[config.mk]
export PLATFORM = sky130hd
export DESIGN_NAME = dense_packer
export DESIGN_NICKNAME = d
export VERILOG_FILES = /design/src/rtl/dense_packer.sv
export SDC_FILE = /design/constraint.sdc
export NUM_CORES = 2
export LEC_CHECK = 0
export ABC_AREA = 1
export CAP_MARGIN = 20
export CELL_PAD_IN_SITES_DETAIL_PLACEMENT = 0
export CELL_PAD_IN_SITES_GLOBAL_PLACEMENT = 2
export CORE_MARGIN = 5
export CORE_UTILIZATION = 23
export DETAILED_ROUTE_END_ITERATION = 8
export GPL_TIMING_DRIVEN = 0
export PLACE_DENSITY = 0.64
export SYNTH_ARGS = -nofsm -noshare
export SYNTH_HDL_FRONTEND = slang
export SYNTH_SLANG_ARGS = --single-unit
export TNS_END_PERCENT = 50
[constraint.sdc]
create_clock -name clk -period 3.8 [get_ports clk]
set_input_delay 0.38 -clock clk [delete_from_list [all_inputs] [get_ports clk]]
set_output_delay 0.38 -clock clk [all_outputs]
set_load 0.01 [all_outputs]
[src/rtl/dense_packer.sv]
// dense_packer: collects NUMI_ONCE scalar elements from a valid-qualified
// stream into one wide vector and emits it with a single-cycle strobe.
// Accumulation continues while a vector sits in the output register, so a
// continuous input stream produces no bubbles.
module dense_packer #(
   parameter int DATA_WIDTH = 8,
   parameter int NUMI_ONCE  = 128,
   parameter int CNT_W      = $clog2(NUMI_ONCE + 1)
) (
   input  logic                             clk,
   input  logic                             rstn,
   input  logic [DATA_WIDTH-1:0]            data_i,
   input  logic                             valid_i,
   input  logic                             flush_i,
   output logic [DATA_WIDTH*NUMI_ONCE-1:0]  data_o,
   output logic                             valid_o,
   output logic [CNT_W-1:0]                 len_o,
   output logic [CNT_W-1:0]                 count_o
);

   localparam int               VEC_W    = DATA_WIDTH * NUMI_ONCE;
   localparam logic [CNT_W-1:0] LAST_IDX = CNT_W'(NUMI_ONCE - 1);

   // accumulation side
   logic [VEC_W-1:0] r_buf;
   logic [CNT_W-1:0] r_cnt;
   // emission side (gated: zero whenever r_valid is low)
   logic [VEC_W-1:0] r_data;
   logic [CNT_W-1:0] r_len;
   logic             r_valid;

   logic [VEC_W-1:0] w_vec;
   logic [CNT_W-1:0] w_total;
   logic             w_full;
   logic             w_emit;

   // Buffer contents with the same-cycle element merged into lane r_cnt
   always_comb begin
      w_vec = r_buf;
      for (int k = 0; k < NUMI_ONCE; k++) begin
         if (valid_i && (r_cnt == CNT_W'(k))) begin
            w_vec[k*DATA_WIDTH +: DATA_WIDTH] = data_i;
         end else begin
            w_vec[k*DATA_WIDTH +: DATA_WIDTH] = r_buf[k*DATA_WIDTH +: DATA_WIDTH];
         end
      end
   end

   // Emission decision: vector filled by this element, or a flush with something to send
   always_comb begin
      w_total = r_cnt + {{(CNT_W-1){1'b0}}, valid_i};
      w_full  = 1'b0;
      w_emit  = 1'b0;
      if (valid_i && (r_cnt == LAST_IDX)) begin
         w_full = 1'b1;
      end else begin
         w_full = 1'b0;
      end
      if (w_full || (flush_i && (w_total != {CNT_W{1'b0}}))) begin
         w_emit = 1'b1;
      end else begin
         w_emit = 1'b0;
      end
   end

   // Accumulation buffer and write pointer; cleared whenever a vector leaves
   always_ff @(posedge clk) begin
      if (!rstn) begin
         r_buf <= {VEC_W{1'b0}};
         r_cnt <= {CNT_W{1'b0}};
      end else if (w_emit) begin
         r_buf <= {VEC_W{1'b0}};
         r_cnt <= {CNT_W{1'b0}};
      end else if (valid_i) begin
         r_buf <= w_vec;
         r_cnt <= r_cnt + {{(CNT_W-1){1'b1 ^ 1'b1}}, 1'b1};
      end else begin
         r_buf <= r_buf;
         r_cnt <= r_cnt;
      end
   end

   // Output register: one-cycle pulse carrying the vector, zero otherwise
   always_ff @(posedge clk) begin
      if (!rstn) begin
         r_valid <= 1'b0;
         r_data  <= {VEC_W{1'b0}};
         r_len   <= {CNT_W{1'b0}};
      end else if (w_emit) begin
         r_valid <= 1'b1;
         r_data  <= w_vec;
         r_len   <= w_total;
      end else begin
         r_valid <= 1'b0;
         r_data  <= {VEC_W{1'b0}};
         r_len   <= {CNT_W{1'b0}};
      end
   end

   assign data_o  = r_data;
   assign valid_o = r_valid;
   assign len_o   = r_len;
   assign count_o = r_cnt;

endmodule

# --- Word-level counts from Yosys, hierarchy flattened ---
# Cells that the tools add are included.
classes:
  addsub: 2
  eq_ne: 127
  n_mux: 131
  bitwise_logic: 1
  reduce_logical: 134
op_table:
  columns: ["cell", "n"]
  rows:
  - ["two-way mux 8 bit", 128]
  - ["== test 8 x 7 -> 1 bit (second input constant)", 64]
  - ["== test 8 x 6 -> 1 bit (second input constant)", 32]
  - ["logical AND 1 bit", 129]
  - ["== test 8 x 5 -> 1 bit (second input constant)", 16]
  - ["== test 8 x 4 -> 1 bit (second input constant)", 8]
  - ["== test 8 x 3 -> 1 bit (second input constant)", 4]
  - ["== test 8 x 2 -> 1 bit (second input constant)", 2]
  - ["adder 8 x 1 -> 8 bit", 1]
  - ["adder 8 x 1 -> 8 bit (second input constant)", 1]
  - ["== test 8 x 1 -> 1 bit (second input constant)", 1]
  - ["logical NOT 8 bit", 1]
  - ["nonzero test 8 bit", 1]
  - ["two-way mux 1 bit", 3]
  - ["AND reduction 2 bit", 1]
  - ["OR reduction 2 bit", 1]
  - ["logical OR 1 bit", 1]
  - ["inverter 1 bit", 1]
totals:
  regBits: 2065
  elab_cells: 400

# --- Depth between registers and ports, before layout ---
depth:
  word_depth: 6
  mapped_depth: 16
  depth_no_buf: 13

# --- Worst setup path after synthesis ---
# Ideal clock, no wire load.
synth_timing:
  path_kind: "register to register"
  start: "reg r_cnt[0], in the netlist count_o[0]"
  end: "reg r_data[100], in the netlist data_o[100]"
  arrival_ns: 2.064
  required_time_ns: 3.679
  slack_ns: 1.615
  path_stages_with_launch: 14
  n_path_buf: 2
  synth_period_minus_slack_ns: 2.185
  path_cell_list: "dfxtp_1 ha_1 ha_1 nand3_1 o21ai_0 nand2_1 nor2_1 nand3_1 nand2_1 nand2_1 nand2_2 clkbuf_1 buf_2 nor2_1"
synth_between:
  elab_chain_len: 6
  elab_cells_between_ends: 12
synth_lines:
  columns: ["item", "line_no", "rtl"]
  rows:
  - ["start: declaration", "26", "logic [CNT_W-1:0] r_cnt;"]
  - ["start signal: assignment", "70", "r_cnt <= {CNT_W{1'b0}};"]
  - ["start signal: assignment", "73", "r_cnt <= {CNT_W{1'b0}};"]
  - ["start signal: assignment", "76", "r_cnt <= r_cnt + {{(CNT_W-1){1'b1 ^ 1'b1}}, 1'b1};"]
  - ["adder 8 x 1 -> 8 bit / == test 8 x 7 -> 1 bit (equally long branches)", "51, 54", null]
  - ["nonzero test 8 bit / logical AND 1 bit (equally long branches)", "59, 54", null]
  - ["logical AND 1 bit / two-way mux 1 bit (equally long branches)", "59, 54", null]
  - ["logical OR 1 bit", "59", "if (w_full || (flush_i && (w_total != {CNT_W{1'b0}}))) begin"]
  - ["two-way mux 1 bit", "59", null]
  - ["AND reduction 2 bit (no line)", null, null]
  - ["end signal: assignment", "87", "r_data <= {VEC_W{1'b0}};"]
  - ["end signal: assignment", "91", "r_data <= w_vec;"]
  - ["end signal: assignment", "95", "r_data <= {VEC_W{1'b0}};"]
  - ["end: declaration", "28", "logic [VEC_W-1:0] r_data;"]
# Parallel ways exist; a longest one is shown, timed or not.
# A chain may end at the register's enable or synchronous reset.

# --- Final worst setup path ---
layout_timing:
  start: "reg r_cnt[6], in the netlist count_o[6]"
  end: "reg r_data[119], in the netlist data_o[119]"
# The elaborated chain is that of the path after synthesis.

==> summary by stage <==
Outcome
The run finished with clean final reports.

Synthesis
During synthesis, Yosys emitted a total of 0 warnings. Synthesis produced 6,922 cells. The number of flip-flops and latches in the synthesized netlist is approximately 2,100. Sorting the synthesized cells by area gives the leading types as sky130_fd_sc_hd__dfxtp_1, sky130_fd_sc_hd__nor2_1, sky130_fd_sc_hd__o21ai_0. The share of synthesized area in the top cell type comes to 0.672. The unique cell type count in the Yosys netlist is 25.

The leading area contributor after synthesis is sky130_fd_sc_hd__dfxtp_1. For this run, the register share of the synthesized area comes to 0.672. The cell area that synthesis handed to floorplanning was 61,500 um^2. The post-synth net total is 6,940.

In this run the mean area of a mapped cell was 8.88 um^2.

Finish
The layout-stage area growth over the synthesis result is 38.5%. The area taken by flip-flops and latches is 41,300 um^2. The library cells used most frequently in the layout, excluding fill and tap cells, are sky130_fd_sc_hd__nor2_1, sky130_fd_sc_hd__dfxtp_1, sky130_fd_sc_hd__clkdlybuf4s50_1. The final layout contains between 8,000 and 9,000 nets. The number of fill cells in the layout is 27,600. The non-filler instance count after layout is between 10,000 and 15,000. The library cell used most frequently in the layout, excluding fill and tap cells, is sky130_fd_sc_hd__nor2_1. The multi-input combinational cells in the finished layout cover a total of 17,800 um^2.

The fraction of final layout cells sized beyond drive strength 1 is 0.0851.

Global route
The number of antenna violations at the first check in global routing came to 36. The first global-routing pass estimated approximately 390,000 um of wire. The via count of the first global-routing pass is 49,800. For this run, the total global-route usage over all layers was measured as 0.200. After global routing the overflow that remains totals 0. Entering global routing, the biggest net connects 17 pins.

Clock network
The number of buffers added to fix hold violations after cts is 0. The root buffer cell chosen for the clock tree is sky130_fd_sc_hd__clkbuf_16. The clock passes through at most 3 buffers. Buffers inserted during clock tree synthesis total ~230.

The H-tree was split into 4 levels. The clock insertion delay at the later pin of the skew report is between 0.8 and 0.9 ns. For this design, the sink count on the clock tree is 2,065. After clock tree synthesis, the clock-pin slew on the worst setup and hold paths is 0.06 ns. The clock tree from TritonCTS is built.

Timing
Setup violations remaining at the end of the flow were counted as 0. The transition time of the tightest slew-check pin is 1.18 ns. The final number of max-transition violations is 0.

The worst-case setup margin in the final layout is 0.271 ns. Of the available clock period, the critical path in the final layout requires 0.929. Setup repair after global routing left no endpoint under its margin. The worst slew margin relative to its limit is 0.214. The clock skew after layout is 0.0491 ns.

For the final routed database, the setup TNS stands at 0 ns. Timing would allow up to around 280 MHz. The hold violation total from the final report is 0. The minimum clock period is 3.53 ns.

Worst hold path
The class of the tightest hold or removal check is in2reg. The startpoint identified for the worst hold timing path is data_i[3].

Power
The design draws 46,700 uW. Dividing total power by cell area gives a power density of 548 nW/um^2. Summed over all cells, the static leakage comes to ~0.03 uW. The highest ir drop seen on vdd is 451 uV.

Critical path
The worst setup path is launched from a flip-flop. In this run the worst path has a maximum fanout of 10. STA puts the critical path data required time at approximately 4.6 ns. The critical path startpoint is count_o[6].

The arrival time of the worst setup path is 4.28 ns. The startpoint identified for the worst register-to-register timing path is count_o[6]. The kind of end point of the critical path is a flip-flop.

The worst setup path category is reg2reg. The slowest stage of the critical path belongs to the cell sky130_fd_sc_hd__nand3_1. The most numerous cell type found on the critical path is sky130_fd_sc_hd__nor2_1. Traced cell by cell, the critical path runs through nor2_1 -> nand3_1 -> buf_2 -> nor2_1 -> clkbuf_1 -> o21ai_0 -> nor2_1. The largest single stage delay on the critical path is 0.63 ns.

Route
Before antenna repair, the detailed router went through 5 iterations. In this run the remaining antenna-violating nets after routing total 0. The final wirelength is 287,000 um.

The per-cell routed wire length is 24.0 um. After detailed routing, the number of vias per cell comes to 4.20. In this run, the number of DRC markers left after iteration 0 of detailed routing was around 3,500.

Summing over every cut layer, the via total after detailed routing is 50,400. For this run, design rule violations remaining after detail routing come to 0.

Floorplanning
The floorplan die height is between 500 and 600 um. The floorplan has about 190 rows. Pin placement for this block handled between 1,000 and 1,500 I/O pins.

The die covers 278,000 um^2. The floorplan step defined a core boundary enclosing 266,000 um^2. The floorplan step set the die width to 527 um. The initial standard-cell utilization of the core is 0.232.

Placed design
After legalization and detailed placement, the total HPWL measured roughly 220,000 um. The number of instances in the placed design is 11,500. The worst setup slack after placement is -1.46 ns.

The routability congestion estimate from global placement is 0.808. Port buffering added 1,052 buffers.

Flow run
The number of max-capacitance violations reported is 0.
-- metal layers --
metal | global-route usage | share of wire | wire, um
met1 | 0.271 | 0.47 | 134000
met2 | 0.327 | 0.46 | 131000
met3 | 0.0362 | 0.052 | 14800
met4 | 0.0521 | 0.026 | 7550
met5 | 0 | 0 | 0
-- what timing repair did --
item	CTS	global route
pin swaps	1	1
setup endpoints to repair	2065	275
hold endpoints to repair	0	0
setup buffers	14	5
resized for setup	10	8
-- cells in the mapped netlist --
library cell               count
sky130_fd_sc_hd__buf_6         5
sky130_fd_sc_hd__nand3_2       1
sky130_fd_sc_hd__nor3_1        1
sky130_fd_sc_hd__ha_1          6
sky130_fd_sc_hd__nand4_1       3
sky130_fd_sc_hd__nand3_1      15
sky130_fd_sc_hd__a21oi_1     496
sky130_fd_sc_hd__nor2_4        2
sky130_fd_sc_hd__nor3_4        1
sky130_fd_sc_hd__nand2_1     613
sky130_fd_sc_hd__o21ai_1      24
sky130_fd_sc_hd__nor3_2        6
sky130_fd_sc_hd__clkbuf_1    233
sky130_fd_sc_hd__inv_1        38
sky130_fd_sc_hd__nor2_2       15
sky130_fd_sc_hd__dfxtp_1    2065
sky130_fd_sc_hd__xor2_1        8
sky130_fd_sc_hd__nor2_1     2631
sky130_fd_sc_hd__inv_2        20
sky130_fd_sc_hd__o21ai_0     498
sky130_fd_sc_hd__buf_2       198
sky130_fd_sc_hd__nand2_2       3
sky130_fd_sc_hd__buf_1        11
sky130_fd_sc_hd__buf_4        21
sky130_fd_sc_hd__mux2i_1       8
-- worst max-delay path, delay by kind of cell (launching register included) --
| family | cells | cell delay (ns) |
|---|---|---|
| buffers and inverters | 2 | 0.79 |
| AND/OR/NAND/NOR | 4 | 1.97 |
| flip-flops | 1 | 0.47 |
| AO/OA/AOI/OAI | 1 | 0.18 |
-- worst paths after layout --
path | to | slack (ns) | cells after the start
worst min register to register | data_o[634] | 0.47 | 2
worst min-delay path | data_o[1003] | 0.26 | 3
worst max-delay path | data_o[119] | 0.27 | 7
worst max register to register | data_o[119] | 0.27 | 7
-- final cells by class --
cell class / instances / share of cell area
Multi-Input combinational cell: 4331 / 0.210
Timing Repair Buffer: 1094 / 0.131
Antenna cell: 11 / 0.000323
Sequential cell: 2065 / 0.485
Inverter: 58 / 0.00286
Buffer: 468 / 0.0251
Clock buffer: 317 / 0.0768
Clock inverter: 103 / 0.0169
Tap cell: 3533 / 0.0519
-- power by group --
part | leakage (uW) | switching [uW] | internal [uW]
combinational | 0.00932 | 1350 | 307
clock | 0.00390 | 9400 | 13900
sequential | 0.0166 | 11.4 | 21700
-- flip-flops by register name, summed over array words and instances, names as in the netlist --
name	count
count_o	8
len_o	8
data_o	1024
r_buf	1024
valid_o	1
-- kinds of logic after synthesis --
kind of cell / share of synthesized area
simple gates: 0.203
flops: 0.672
compound gates: 0.0829
buf+inv: 0.0380
xor+xnor: 0.00114
mux: 0.00130
fa+ha+maj: 0.00122
-- metrics by stage --
step	hold WS, ns	area [um^2]	util
global route	0.209	85100	0.321
finish	0.264	85200	0.321
floorplan	0.462	61500	-
detailed placement	0.480	76900	0.290
CTS	0.167	85100	0.320
global placement	0.472	76400	0.288
(Power assumes the default switching activity.)
